[config.mk]
export PLATFORM = sky130hd
export DESIGN_NAME = demux_1an_registrado_flat
export DESIGN_NICKNAME = d
export VERILOG_FILES = /design/src/rtl/demux_1an_registrado_if.sv /design/src/rtl/demux_1an_registrado.sv /design/src/flat_wrapper.sv
export SDC_FILE = /design/constraint.sdc
export NUM_CORES = 1
export LEC_CHECK = 0
export ABC_AREA = 0
export ABC_CLOCK_PERIOD_IN_PS = 1900
export BUFFER_PORTS_ARGS = -buffer_cell sky130_fd_sc_hd__buf_2
export CORE_MARGIN = 4
export CORE_UTILIZATION = 44
export CTS_CLUSTER_SIZE = 30
export DETAILED_ROUTE_END_ITERATION = 8
export PLACE_DENSITY_LB_ADDON = 0.08
export SETUP_SLACK_MARGIN = 0.1
export SKIP_CTS_REPAIR_TIMING = 1
export SLEW_MARGIN = 10
export SYNTH_ARGS = -nofsm -noshare
export SYNTH_HDL_FRONTEND = slang
export SYNTH_SLANG_ARGS = --single-unit
[constraint.sdc]
create_clock -name clk -period 1.9 [get_ports clk]
set_clock_uncertainty 0.1 [all_clocks]
set_input_delay 0.19 -clock clk [delete_from_list [all_inputs] [get_ports clk]]
set_output_delay 0.19 -clock clk [all_outputs]
set_load 0.05 [all_outputs]
[src/rtl/demux_1an_registrado_if.sv]
// Stream bundle for demux_1an_registrado: one input stream in, CANALES
// registered output channels out, plus the selector-error status.
interface demux_1an_registrado_if #(
  parameter int ANCHO   = 8,
  parameter int CANALES = 4,
  parameter int SEL_W   = 2
);
  logic                       in_valid;
  logic                       in_ready;
  logic [ANCHO-1:0]           in_data;
  logic [SEL_W-1:0]           in_sel;
  logic                       in_bcast;
  logic [CANALES-1:0]         out_valid;
  logic [CANALES-1:0]         out_ready;
  logic [CANALES*ANCHO-1:0]   out_data;
  logic                       err_sel;
  logic [7:0]                 drop_count;

  // Producer and consumers side (drives the input stream and channel readies).
  modport master (
    output in_valid, in_data, in_sel, in_bcast, out_ready,
    input  in_ready, out_valid, out_data, err_sel, drop_count
  );

  // Demux side.
  modport slave (
    input  in_valid, in_data, in_sel, in_bcast, out_ready,
    output in_ready, out_valid, out_data, err_sel, drop_count
  );
endinterface

[src/rtl/demux_1an_registrado.sv]
// 1-to-N stream demultiplexer with one registered valid/ready holding stage
// per output channel. Words go to the channel named by in_sel, or to every
// channel when in_bcast is set. Out-of-range selectors are accepted and
// dropped, flagged by an err_sel pulse and a saturating drop counter.
module demux_1an_registrado #(
  parameter int ANCHO   = 8,
  parameter int CANALES = 4,
  parameter int SEL_W   = 2
) (
  input logic clk,
  input logic rst,
  demux_1an_registrado_if.slave bus
);

  localparam logic [31:0] CANALES_U = CANALES;

  if (CANALES < 2 || CANALES > 16 || CANALES > (1 << SEL_W) || ANCHO < 1) begin : g_bad_params
    $error("demux_1an_registrado: need ANCHO>=1, 2<=CANALES<=16, CANALES<=2**SEL_W");
  end

  logic [CANALES-1:0]            valid_q, valid_d;
  logic [CANALES-1:0][ANCHO-1:0] data_q, data_d;
  logic                          err_q, err_d;
  logic [7:0]                    drop_q, drop_d;

  logic [CANALES-1:0] free;
  logic [CANALES-1:0] uni_hit;
  logic [CANALES-1:0] load;
  logic               sel_ok;
  logic               in_ready_c;
  logic               accept;
  logic               drop;

  // Readiness and per-channel load decode from the current inputs.
  // NOTE: every always_comb output gets a default first, so no path leaves
  // it unassigned and no latch is inferred.
  always_comb begin
    free       = ~valid_q | bus.out_ready;
    sel_ok     = (32'(bus.in_sel) < CANALES_U);
    uni_hit    = '0;
    for (int i = 0; i < CANALES; i++) begin
      uni_hit[i] = !bus.in_bcast && (bus.in_sel == SEL_W'(i));
    end

    in_ready_c = 1'b0;
    if (!rst) begin
      if (bus.in_bcast)  in_ready_c = &free;
      else if (sel_ok)   in_ready_c = |(uni_hit & free);
      else               in_ready_c = 1'b1;  // bad selector: always swallowed
    end

    accept = bus.in_valid && in_ready_c;
    drop   = accept && !bus.in_bcast && !sel_ok;
    load   = '0;
    for (int i = 0; i < CANALES; i++) begin
      load[i] = accept && (bus.in_bcast || uni_hit[i]);
    end
  end

  // Next state of the holding registers and the error/drop status.
  always_comb begin
    valid_d = valid_q;
    data_d  = data_q;
    for (int i = 0; i < CANALES; i++) begin
      if (load[i]) begin
        valid_d[i] = 1'b1;        // load wins over a simultaneous drain
        data_d[i]  = bus.in_data;
      end else if (valid_q[i] && bus.out_ready[i]) begin
        valid_d[i] = 1'b0;        // drained; data keeps its last value
      end
    end
    err_d  = drop;
    drop_d = drop_q;
    if (drop && drop_q != 8'hFF) drop_d = drop_q + 8'd1;
  end

  // State registers with synchronous reset.
  // NOTE: sequential state uses non-blocking assignments so every register
  // samples the pre-edge values regardless of statement order.
  always_ff @(posedge clk) begin
    if (rst) begin
      valid_q <= '0;
      // NOTE: the data registers are reset too, because out_data must read
      // zero after reset, not merely be ignored while out_valid is low.
      data_q  <= '0;
      err_q   <= 1'b0;
      drop_q  <= 8'd0;
    end else begin
      valid_q <= valid_d;
      data_q  <= data_d;
      err_q   <= err_d;
      drop_q  <= drop_d;
    end
  end

  assign bus.in_ready   = in_ready_c;
  assign bus.out_valid  = valid_q;
  assign bus.out_data   = data_q;
  assign bus.err_sel    = err_q;
  assign bus.drop_count = drop_q;

endmodule

[src/flat_wrapper.sv]
// flat-port wrapper written by rule: the top's interface ports become plain ports
module demux_1an_registrado_flat 
#(
  parameter int ANCHO   = 8,
  parameter int CANALES = 4,
  parameter int SEL_W   = 2
)
  (clk, rst, bus_in_valid, bus_in_data, bus_in_sel, bus_in_bcast, bus_out_ready, bus_in_ready, bus_out_valid, bus_out_data, bus_err_sel, bus_drop_count);
  demux_1an_registrado_if #(.ANCHO(ANCHO), .CANALES(CANALES), .SEL_W(SEL_W)) bus_i ();
  input logic clk;
  input logic rst;
  input wire logic [$bits(bus_i.in_valid)-1:0] bus_in_valid;
  input wire logic [$bits(bus_i.in_data)-1:0] bus_in_data;
  input wire logic [$bits(bus_i.in_sel)-1:0] bus_in_sel;
  input wire logic [$bits(bus_i.in_bcast)-1:0] bus_in_bcast;
  input wire logic [$bits(bus_i.out_ready)-1:0] bus_out_ready;
  output wire logic [$bits(bus_i.in_ready)-1:0] bus_in_ready;
  output wire logic [$bits(bus_i.out_valid)-1:0] bus_out_valid;
  output wire logic [$bits(bus_i.out_data)-1:0] bus_out_data;
  output wire logic [$bits(bus_i.err_sel)-1:0] bus_err_sel;
  output wire logic [$bits(bus_i.drop_count)-1:0] bus_drop_count;
  assign bus_i.in_valid = bus_in_valid;
  assign bus_i.in_data = bus_in_data;
  assign bus_i.in_sel = bus_in_sel;
  assign bus_i.in_bcast = bus_in_bcast;
  assign bus_i.out_ready = bus_out_ready;
  assign bus_in_ready = bus_i.in_ready;
  assign bus_out_valid = bus_i.out_valid;
  assign bus_out_data = bus_i.out_data;
  assign bus_err_sel = bus_i.err_sel;
  assign bus_drop_count = bus_i.drop_count;
  demux_1an_registrado #(.ANCHO(ANCHO), .CANALES(CANALES), .SEL_W(SEL_W)) u_core (.clk(clk), .rst(rst), .bus(bus_i));
endmodule
# [Yosys cells after proc, flatten, opt, wreduce, memory -nomap -nowiden]
# Index checks and enable logic that the tools add are counted.
[totals] regBits=36 inputBits=18 out_inout_bits=46 elab_cells=49
[classes] eq_ne=3 muxes=10 bitwise=3 n_reduce_logical=25
[op_table] operator="1-bit logical AND" n=13
[op_table] operator="1-bit 2-to-1 mux" n=10
[op_table] operator="2-bit nonzero test" n=4
[op_table] operator="4-bit bitwise AND" n=1
[op_table] operator="2-bit equality test (second input constant)" n=2
[op_table] operator="1-bit logical OR" n=4
[op_table] operator="4-bit NOT" n=1
[op_table] operator="4-bit OR" n=1
[op_table] operator="4-bit AND reduction" n=1
[op_table] operator="4-bit OR reduction" n=1
[op_table] operator="2-bit by 1-bit equality test with 1-bit output (second input constant)" n=1
[op_table] operator="2-bit logical NOT" n=1
[op_table] operator="1-bit logical NOT" n=1

# [Depth between registers and ports, before layout]
# Gate-level depths: netlist of the first run.
[logic_depth] ltp_word=9 mapped_depth=6 mapped_depth_nobuf=4

# [Worst setup path after synthesis of the first run]
# Ideal clock, no wire load.
[synth_path] path_type="reg-to-output" start="register u_core.valid_q[3] (netlist: u_core.bus.out_valid[3])" end="output bus_in_ready" arrival_ns=2.409 t_required_ns=1.610 slack_ns=-0.799 stages_incl_launch_ff=4 path_cell_list="dfxtp_1 > nor2b_1 > mux4_2 > a211oi_1"
[synth_between] elab_chain_len=6
[synth_rtl] item="start, declared" line_no="demux_1an_registrado.sv:21" source="logic [CANALES-1:0] valid_q, valid_d;"
[synth_rtl] item="start signal, assigned" line_no="demux_1an_registrado.sv:89" source="valid_q <= valid_d;"
[synth_rtl] item="4-bit NOT *" line_no="demux_1an_registrado.sv:38" source="free = ~valid_q | bus.out_ready;"
[synth_rtl] item="4-bit OR *" line_no="demux_1an_registrado.sv:38"
[synth_rtl] item="4-bit bitwise AND" line_no="demux_1an_registrado.sv:48" source="else if (sel_ok) in_ready_c = |(uni_hit & free);"
[synth_rtl] item="4-bit OR reduction" line_no="demux_1an_registrado.sv:48"
[synth_rtl] item="1-bit 2-to-1 mux *" line_no="demux_1an_registrado.sv:47" source="if (bus.in_bcast) in_ready_c = &free;"
[synth_rtl] item="1-bit 2-to-1 mux *" line_no="demux_1an_registrado.sv:46" source="if (!rst) begin"
[synth_rtl] item="end, declared" line_no="flat_wrapper.sv:17" source="output wire logic [$bits(bus_i.in_ready)-1:0] bus_in_ready;"
# Every way passes the cells marked *; elsewhere a longest branch is shown, timed or not.

# [Worst setup path in the final report of the first run]
# Ends and elaborated chain as after synthesis.

==> summary.md, run 1 <==
| Metric | Value |
|---|---|
| Outcome | `complete, but fails checks` |
| Violated checks | `setup timing` |
| Routed via count | `1289` |
| Final WL | `between 3000 and 4000 um` |
| Die H | `69.55 um` |
| CTS Buf Count | `5` |
| Initial antenna violation count | `0` |
| 1st-iter DRT viols | `80` |
| Hold path depth | `3` |
| Vias in the first global route | `1286` |
| Vias per inst | `4.864` |
| Critical path class | `flip-flop to primary output` |
| Area post-placement | `between 0.002 and 0.0025 mm^2` |
| P_leak | `1.076 nW` |
| Crit-path slowest cell | `mux4_2` |
| Worst path required time | `approximately 1600 ps` |
| First-pass DRT Iterations | `4` |
| Synth Area in Simple Gates | `between 10% and 20%` |
| Clock root cell | `clkbuf_8` |
| Hold path endpoint | `u_core.bus.out_data[23]$_SDFFE_PP0P_` |
| Floorplan core area | `0.003661 mm^2` |
| Commonest cells post-synth | `nand2b_1, dfxtp_1, mux2i_1` |
| RSZ-0062 raised after global routing | `yes` |
| Rows | `22` |
| Hold Vio Cnt, Final | `0` |
| P&R area growth vs syn | `31.68%` |
| Reg2reg end | `u_core.bus.out_data[31]$_SDFFE_PP0P_` |
| Complex-gate fraction of the synthesized area | `8.258%` |
| Clock transition at the registers of the reported paths | `70 ps` |
| Post-synthesis adder-cell area fraction | `0%` |
| Worst Hold Class | `primary input to flip-flop` |
| Max-cap viol count | `0` |
| Power density cells | `about 900 mW/mm^2` |
| Hold_sp | `bus_in_data[7]` |
| Clock latency on the worst-skew pair | `about 280 ps` |
| H-tree levels | `2` |
| Setup TNS | `-60.36 ps` |
| Seq/Total Area, Yosys | `43.24%` |
| Pre-CTS setup slack | `1.460 ps` |
| Period utilization | `103.2%` |
| RR Startpoint | `u_core.bus.out_valid[3]$_SDFFE_PP0P_` |
| Largest delay contributor family on the critical path | `multiplexers` |
| Synth Instances | `between 150 and 200` |
| Fmax | `510.1 MHz` |
| Asr flop ratio synth | `0%` |
| Syn Area/Cell | `10.55 um^2` |
| Final Util | `59.95%` |
| First-pass GRT wire length | `around 6200 um` |
| Fraction of layout cells with a size suffix above 1 | `40.55%` |
| Rel. slew slack | `58.94%` |
| Fillers | `320` |
| CP max FO | `3` |
| Die ar. | `0.004837 mm^2` |
| Final Instance Area | `0.002195 mm^2` |
| NumNets Final | `about 230` |
| Share of the synthesized area in the top cell type | `43.24%` |
| Final setup violation count | `1` |
| Number of inserted diodes | `0` |
| DP HPWL | `2793 um` |
| # clock sinks | `36` |
| Worst EP arrival | `approximately 1700 ps` |
| Warnings, synthesis | `0` |
| I/O Pins | `64` |
| CP bufs+invs | `1` |
| Initial core utilization | `between 40 and 50%` |
| Post-Synth XOR/XNOR Area | `0%` |
| CP max stage delay | `510 ps` |
| Largest family of logic cells by synthesized area | `multiplexers` |
| Top cells by area, synth | `dfxtp_1, mux2i_1, nand2b_1` |
| Worst setup margin | `-60.36 ps` |
| IO Port Bufs | `54` |
| WL/cell | `14.55 um` |
| CTS tree | `yes` |
| Post-route ant nets | `0` |
| Die width | `between 60 and 70 um` |
| Netlist Area Pre-Place | `between 0.0015 and 0.002 mm^2` |
| FF-to-FF setup slack | `0 ps` |
| DRC | `0` |
| Global Route Usage Sum | `15.71%` |
| Crit-path cells | `nor2b_4 > mux4_2 > a211oi_4 > buf_6` |
| Primary FF master, synth | `dfxtp_1` |
| Worst Setup Start Kind | `flip-flop` |
| Synth area leader | `dfxtp_1` |
| Maximum VDD drop | `0.5310 mV` |
| Synthesized flop and latch total | `36` |
| Min cycle time layout | `1960 ps` |
| Multiplexer share of the synthesized area | `21.92%` |
| Top-count cell post-synth | `nand2b_1` |
| Post-synth EDFFs | `0` |
| Placed cells | `256` |
| Non-filler cells, final | `approximately 270` |
| Overflow after GRT | `0` |
| Maximum buffer depth of the clock tree | `2` |
| Worst reg-to-reg path cell count | `5` |
| Slew at the pin closest to its max-slew limit | `roughly 620 ps` |
| Largest net degree at the start of global routing | `46` |
| Critical path endpoint category | `primary output` |
| Netlist cell types | `21` |
| Placer congestion estimate | `0.9315` |
| Max-slew violations | `0` |
per-layer routing:
metal  global-route usage [%]  part of all wire, %
met3                    5.362                  7.2
met1                    18.60                   42
met2                    26.06                   49
met5                        0                    0
met4                    6.074                  1.0
stage by stage:
stage | hold slack [ps] | total power [mW]
2_1_floorplan | 300.3 | 1.260
3_3_place_gp | 356.4 | 1.353
3_5_place_dp | 365.0 | 1.361
4_1_cts | 138.4 | 1.966
5_1_grt | 162.2 | 2.064
6_report | 142.6 | 1.974
logic make-up (layout without fill, tap and decap cells):
kind of cell           after synthesis  count (layout)
AND/OR/NAND/NOR                     49              49
flip-flops                          36              36
multiplexers                        34              34
buffers and inverters               21              72
AO/OA/AOI/OAI                       17              17
other                                1               9
worst register-to-register path, stage by stage, from the launching register on:
cell and delay, ps:
dfxtp_4 350, nor2b_4 130, mux4_2 510, buf_4 170
a211o_4 390, mux2i_1 150
sequential cells by signal (all words and copies together), names as in the netlist:
name,count
u_core.bus.out_valid,4
u_core.bus.out_data,32
where the power goes:
group	internal [mW]	switching (mW)
combinational	0.166	0.370
sequential	0.806	0.0291
clock	0.336	0.267
cells in the final DEF (no fill, tap or decap), drive strengths merged, types with 3 or more instances in the layout:
cell     count
a21oi        4
buf         62
clkbuf       7
conb         9
dfxtp       36
mux2i       32
nand2b      44
nor2b        4
o2111ai      3
layout make-up:
cell class	instances	area, um^2	share of cell area [%]
Clock buffer	7	97.59	4.447
Sequential cell	36	735.7	33.52
Inverter	2	7.507	0.3421
Clock inverter	1	5.005	0.2281
Timing Repair Buffer	62	347.8	15.85
Multi-Input combinational cell	109	940.9	42.87
Tap cell	48	60.06	2.737
how the worst max path moves through the flow:
stage | startpoint | to | slack, ps | cells after the start
global placement | u_core.bus.out_valid[3]$_SDFFE_PP0P_ | u_core.bus.out_data[27]$_SDFFE_PP0P_ | 20 | 4
CTS | u_core.bus.out_valid[3]$_SDFFE_PP0P_ | bus_in_ready | -170 | 4
finish | u_core.bus.out_valid[3]$_SDFFE_PP0P_ | bus_in_ready | -60 | 4
detailed placement | u_core.bus.out_valid[3]$_SDFFE_PP0P_ | u_core.bus.out_data[27]$_SDFFE_PP0P_ | 1 | 4
global route | u_core.bus.out_valid[3]$_SDFFE_PP0P_ | bus_in_ready | -110 | 4
floorplan | u_core.bus.out_valid[3]$_SDFFE_PP0P_ | bus_in_ready | 20 | 3
(Power assumes the default switching activity.)
==> run 2: changes to the inputs <==
BUFFER_PORTS_ARGS = -buffer_cell sky130_fd_sc_hd__buf_4   (was -buffer_cell sky130_fd_sc_hd__buf_2)
==> run 2 against run 1 <==
Compared with the run above:
- the run still ends with setup timing left
- sequential cell count unchanged
- critical path type unchanged
- worst hold slack better by 13 ps
- register-to-register slack gained 60 ps
- first-iteration DRC count shrank 44%
- routed wire length shrank 2.3%
- clock power grew 9.3%
- sequential share of layout area shrank 1.3 points
- sequential power is essentially flat
- critical endpoint unchanged
- die area is the same
- global-route usage grew 0.79 points
- non-clock buffer count unchanged
==> summary.md, run 2 (same netlist as run 1, synthesis figures left out) <==
| Metric | Value |
|---|---|
| Outcome | `complete, but fails checks` |
| Violated checks | `setup timing` |
| CP max stage delay | `520 ps (about the same)` |
| Global Route Usage Sum | `16.49% (+0.79 points)` |
| DRC | `0 (unchanged)` |
| P_leak | `1.085 nW (+0.88%)` |
| Max-slew violations | `0 (unchanged)` |
| Clock root cell | `clkbuf_8` |
| Vias per inst | `4.906 (+0.85%)` |
| Final setup violation count | `1 (unchanged)` |
| WL/cell | `14.21 um (-2.3%)` |
| Maximum VDD drop | `0.5072 mV (-4.5%)` |
| I/O Pins | `64 (unchanged)` |
| Die width | `69.55 um (unchanged)` |
| # clock sinks | `36 (unchanged)` |
| Period utilization | `103.6% (+0.45 points)` |
| Number of inserted diodes | `0 (unchanged)` |
| Fraction of layout cells with a size suffix above 1 | `40.09% (-0.46 points)` |
| First-pass GRT wire length | `6506 um (+5.7%)` |
| DP HPWL | `2826 um (+1.2%)` |
| First-pass DRT Iterations | `4 (unchanged)` |
| Slew at the pin closest to its max-slew limit | `541.6 ps (-74.29 ps)` |
| Overall Power | `2.052 mW (+4.0%)` |
| Worst setup margin | `-68.96 ps (-8.593 ps)` |
| Maximum buffer depth of the clock tree | `2 (unchanged)` |
| Final Instance Area | `0.002280 mm^2 (+3.9%)` |
| Initial core utilization | `45.52% (unchanged)` |
| Min cycle time layout | `1969 ps (+8.593 ps)` |
| Rel. slew slack | `63.50% (+4.6 points)` |
| Clock latency on the worst-skew pair | `270 ps (about the same)` |
| Max reg flops | `32 (unchanged)` |
| Setup TNS | `-68.96 ps (-8.593 ps)` |
| Worst Hold Class | `primary input to flip-flop` |
| Clock transition at the registers of the reported paths | `70 ps (about the same)` |
| Crit-path slowest cell | `mux4_2` |
| P&R area growth vs syn | `36.79%` |
| IO Port Bufs | `54 (unchanged)` |
| RSZ-0062 raised after global routing | `yes` |
| Most frequent cells in the layout | `buf_4, nand2b_1, mux2i_1, dfxtp_1, conb_1` |
| CP max FO | `3 (unchanged)` |
| Floorplan core area | `0.003661 mm^2 (unchanged)` |
| CTS tree | `yes` |
| Pre-CTS setup slack | `20.55 ps (+19.09 ps)` |
| Vias in the first global route | `1335 (+3.8%)` |
| Post-route ant nets | `0 (unchanged)` |
| Fmax | `507.9 MHz (-0.44%)` |
| H-tree levels | `2 (unchanged)` |
| Critical path endpoint category | `primary output` |
| Crit-path cells | `nor2b_4 > mux4_2 > a211oi_4 > buf_6` |
| CTS Buf Count | `5 (unchanged)` |
| Critical path class | `flip-flop to primary output` |
| CP bufs+invs | `1 (unchanged)` |
| Overflow after GRT | `0 (unchanged)` |
| Power density cells | `900.3 mW/mm^2 (about the same)` |
| Die H | `69.55 um (unchanged)` |
| Worst EP arrival | `1680 ps (about the same)` |
| Final WL | `3766 um (-2.3%)` |
| Area post-placement | `0.002145 mm^2 (+6.7%)` |
| Placer congestion estimate | `0.9505 (+2.0%)` |
| Largest net degree at the start of global routing | `46 (unchanged)` |
| Max-cap viol count | `0 (unchanged)` |
| 1st-iter DRT viols | `45 (-44%)` |
| Hold Vio Cnt, Final | `0 (unchanged)` |
| NumNets Final | `234 (unchanged)` |
| Most common cell after layout, fill and taps aside | `buf_4` |
| Routed via count | `1300 (+0.85%)` |
| Initial antenna violation count | `0 (unchanged)` |
| Rows | `22 (unchanged)` |
| Worst Setup Start Kind | `flip-flop` |
| Die ar. | `0.004837 mm^2 (unchanged)` |
| Largest delay contributor family on the critical path | `multiplexers` |
| Hold WS | `156.1 ps (+13.47 ps)` |
| Worst path required time | `1610 ps (about the same)` |
==> run 2: worst paths after layout <==
| kind | from | end | slack, ps | cells after the start |
|---|---|---|---|---|
| worst max-delay path | u_core.bus.out_valid[3]$_SDFFE_PP0P_ | bus_in_ready | -70 | 4 |
| worst min-delay path | bus_in_data[5] | u_core.bus.out_data[29]$_SDFFE_PP0P_ | 160 | 3 |
| worst max register to register | u_core.bus.out_valid[3]$_SDFFE_PP0P_ | u_core.bus.out_data[28]$_SDFFE_PP0P_ | 60 | 4 |
| worst min register to register | u_core.bus.out_data[5]$_SDFFE_PP0P_ | u_core.bus.out_data[5]$_SDFFE_PP0P_ | 380 | 2 |
==> run 2: layout make-up <==
| cell class | instances | area, um^2 |
|---|---|---|
| clock buffers | 5 | 68.82 |
| clock inverters | 3 | 41.29 |
| fillers | 321 | 1381 |
| inverters | 2 | 7.507 |
| multi-input cells | 109 | 897.1 |
| flip-flops and latches | 36 | 735.7 |
| well taps | 48 | 60.06 |
| repair buffers | 62 | 469.2 |
==> run 2: where the power goes <==
part           switching [mW]  internal (mW)
Sequential             0.0314          0.806
Clock                   0.270          0.389
Combinational           0.362          0.194
==> run 2: routing by layer <==
metal,GRT usage [%],vias to the layer above,routed length (um)
met2,27.01,42,1825
li1,-,633,-
met3,5.217,2,255
met4,3.905,0,24
met1,21.11,623,1660
met5,0,-,0
==> run 2: worst reg2reg max path: stages (launching register included) <==
cell	delay, ps
dfxtp_4	350
nor2b_4	120
mux4_2	520
a211o_2	470
mux2i_1	160
==> run 2: stage by stage <==
step                cells  util [%]
floorplan             166         -
global placement      256     58.58
detailed placement    256     58.58
CTS                   264     61.59
global route          265     62.27
finish                265     62.27
==> run 3: changes to the inputs <==
CORE_UTILIZATION = 48   (was 44)
==> run 3 against run 2 <==
Compared with the run above:
- worst setup slack worse by 86 ps
- the flow still finishes with violations (setup timing)
- combinational power up 3%
- final cell count up 0.38%
==> summary.md, run 3 (same netlist as run 1, synthesis figures left out) <==
| Metric | Value |
|---|---|
| Fraction of layout cells with a size suffix above 1 | `41.82% (+1.7 points)` |
| Initial core utilization | `49.94% (+4.4 points)` |
| Crit-path slowest cell | `mux4_2` |
| Crit-path cells | `nor2b_4 > mux4_2 > a211oi_4 > buf_6` |
| Number of inserted diodes | `0 (unchanged)` |
| Clock root cell | `clkbuf_4` |
| Worst Setup Start Kind | `flip-flop` |
| Worst setup margin | `-154.7 ps (-85.70 ps)` |
| Period utilization | `108.1% (+4.5 points)` |
| Routed via count | `1315 (+1.2%)` |
| Fillers | `261 (-19%)` |
| Met3 routed WL | `258 um (+1.2%)` |
| Final WL | `3745 um (-0.56%)` |
| Worst EP arrival | `1760 ps (+80 ps)` |
| Hold Vio Cnt, Final | `0 (unchanged)` |
| Min cycle time layout | `2055 ps (+85.70 ps)` |
| First-pass DRT Iterations | `4 (unchanged)` |
| Worst path required time | `1610 ps (about the same)` |
| Outcome | `complete, but fails checks` |
| Critical path class | `flip-flop to primary output` |
| First-pass GRT wire length | `6120 um (-5.9%)` |
| Final setup violation count | `7 (+6)` |
| Largest net degree at the start of global routing | `46 (unchanged)` |
| Die H | `66.93 um (-3.8%)` |
| # clock sinks | `36 (unchanged)` |
| Max reg flops | `32 (unchanged)` |
| Global Route Usage Sum | `18.29% (+1.8 points)` |
| CTS tree | `yes` |
| Power density cells | `850.1 mW/mm^2 (-5.6%)` |
| Die width | `66.93 um (-3.8%)` |
| Floorplan core area | `0.003337 mm^2 (-8.9%)` |
| Largest delay contributor family on the critical path | `multiplexers` |
| Critical path endpoint category | `primary output` |
| Max-cap viol count | `0 (unchanged)` |
| Max Used Layer | `met4` |
| CP max stage delay | `520 ps (about the same)` |
| DP HPWL | `2784 um (-1.5%)` |
| Most common cell after layout, fill and taps aside | `buf_4` |
| Worst reg-to-reg path cell count | `5 (+1)` |
| Maximum VDD drop | `0.4810 mV (-5.2%)` |
| P&R area growth vs syn | `39.19%` |
| Clock transition at the registers of the reported paths | `120 ps (+50 ps)` |
| Violated checks | `setup timing` |
| Worst Hold Class | `primary input to flip-flop` |
| Most frequent cells in the layout | `buf_4, nand2b_1, mux2i_1, dfxtp_1, conb_1` |
| CTS Buf Count | `5 (unchanged)` |
| Die ar. | `0.004479 mm^2 (-7.4%)` |
| Critical path depth in cells | `4 (unchanged)` |
| Clock latency on the worst-skew pair | `350 ps (+80 ps)` |
| Hold path depth | `3 (unchanged)` |
| Post-Route M1 WL | `1544 um (-7.0%)` |
| Overall Power | `1.972 mW (-3.9%)` |
| DRC | `0 (unchanged)` |
| Overflow after GRT | `0 (unchanged)` |
| WL/cell | `14.08 um (-0.93%)` |
| Max-slew violations | `0 (unchanged)` |
| 1st-iter DRT viols | `66 (+47%)` |
| Vias per inst | `4.944 (+0.77%)` |
| CP max FO | `3 (unchanged)` |
| Post-route ant nets | `0 (unchanged)` |
| P_leak | `1.098 nW (+1.1%)` |
| IO Port Bufs | `54 (unchanged)` |
| Rows | `21 (-4.5%)` |
| Initial antenna violation count | `0 (unchanged)` |
| Vias in the first global route | `1288 (-3.5%)` |
| Placer congestion estimate | `0.8630 (-9.2%)` |
| NumNets Final | `237 (+1.3%)` |
| I/O Pins | `64 (unchanged)` |
| Maximum buffer depth of the clock tree | `2 (unchanged)` |
| RSZ-0062 raised after global routing | `yes` |
| Met2 routed WL | `1883 um (+3.2%)` |
| Final Util | `69.52% (+7.2 points)` |
| H-tree levels | `2 (unchanged)` |
| Fmax | `486.7 MHz (-4.2%)` |
| CP bufs+invs | `1 (unchanged)` |
==> run 3: changes by cell type in the layout (fill, tap and decap cells not counted), sizes merged <==
cell / before / now
clkinv: 1 / 0
clkbuf: 5 / 8
buf: 62 / 65
inv: 3 / 2
bufinv: 1 / 0
==> run 3: where the power goes <==
group | switching (mW) | leakage, nW | internal, mW
Clock | 0.265 | 0.0497 | 0.297
Combinational | 0.367 | 0.750 | 0.207
Sequential | 0.0311 | 0.298 | 0.806
Total | 0.663 | 1.10 | 1.31
==> run 3: worst reg2reg max path, cell delays in order (launching register included) <==
cell     delay [ps]
dfxtp_4         370
nor2b_4         120
mux4_2          520
buf_4           160
a211o_4         390
mux2i_1         140
==> run 3: through the flow <==
stage | hold slack, ps | area (um^2) | setup WS [ps] | std cells | TNS [ps]
3_3_place_gp | 361.7 | 2157 | 29.32 | 256 | 0
3_5_place_dp | 370.5 | 2157 | -17.66 | 256 | -17.66
4_1_cts | 62.04 | 2247 | -187.6 | 264 | -187.6
6_report | 69.97 | 2320 | -154.7 | 266 | -228.1
2_1_floorplan | 300.3 | 1754 | 24.55 | 166 | 0
5_1_grt | 85.41 | 2320 | -204.7 | 266 | -470.1
==> run 3: final timing paths <==
path                                              from                                    to  slack, ps
setup reg to reg  u_core.bus.out_valid[1]$_SDFFE_PP0P_  u_core.bus.out_data[30]$_SDFFE_PP0P_        -20
hold / removal                        bus_out_ready[0]  u_core.bus.out_valid[0]$_SDFFE_PP0P_         70
setup / recovery  u_core.bus.out_valid[1]$_SDFFE_PP0P_                          bus_in_ready       -150
hold reg to reg   u_core.bus.out_data[20]$_SDFFE_PP0P_  u_core.bus.out_data[20]$_SDFFE_PP0P_        380
==> run 3: area by class of cell <==
class	count	area [um^2]	area share, %
clock buffers	8	90.09	3.884
inverters	2	7.507	0.3236
multi-input cells	109	925.9	39.91
flip-flops and latches	36	735.7	31.72
well taps	46	57.56	2.481
repair buffers	65	503.0	21.68
==> run 3: routing by layer <==
layer / global-route usage [%] / vias to the layer above
met3: 4.384 / 6
met1: 23.03 / 625
met5: 0 / -
met2: 28.96 / 45
met4: 9.114 / 0
li1: - / 639
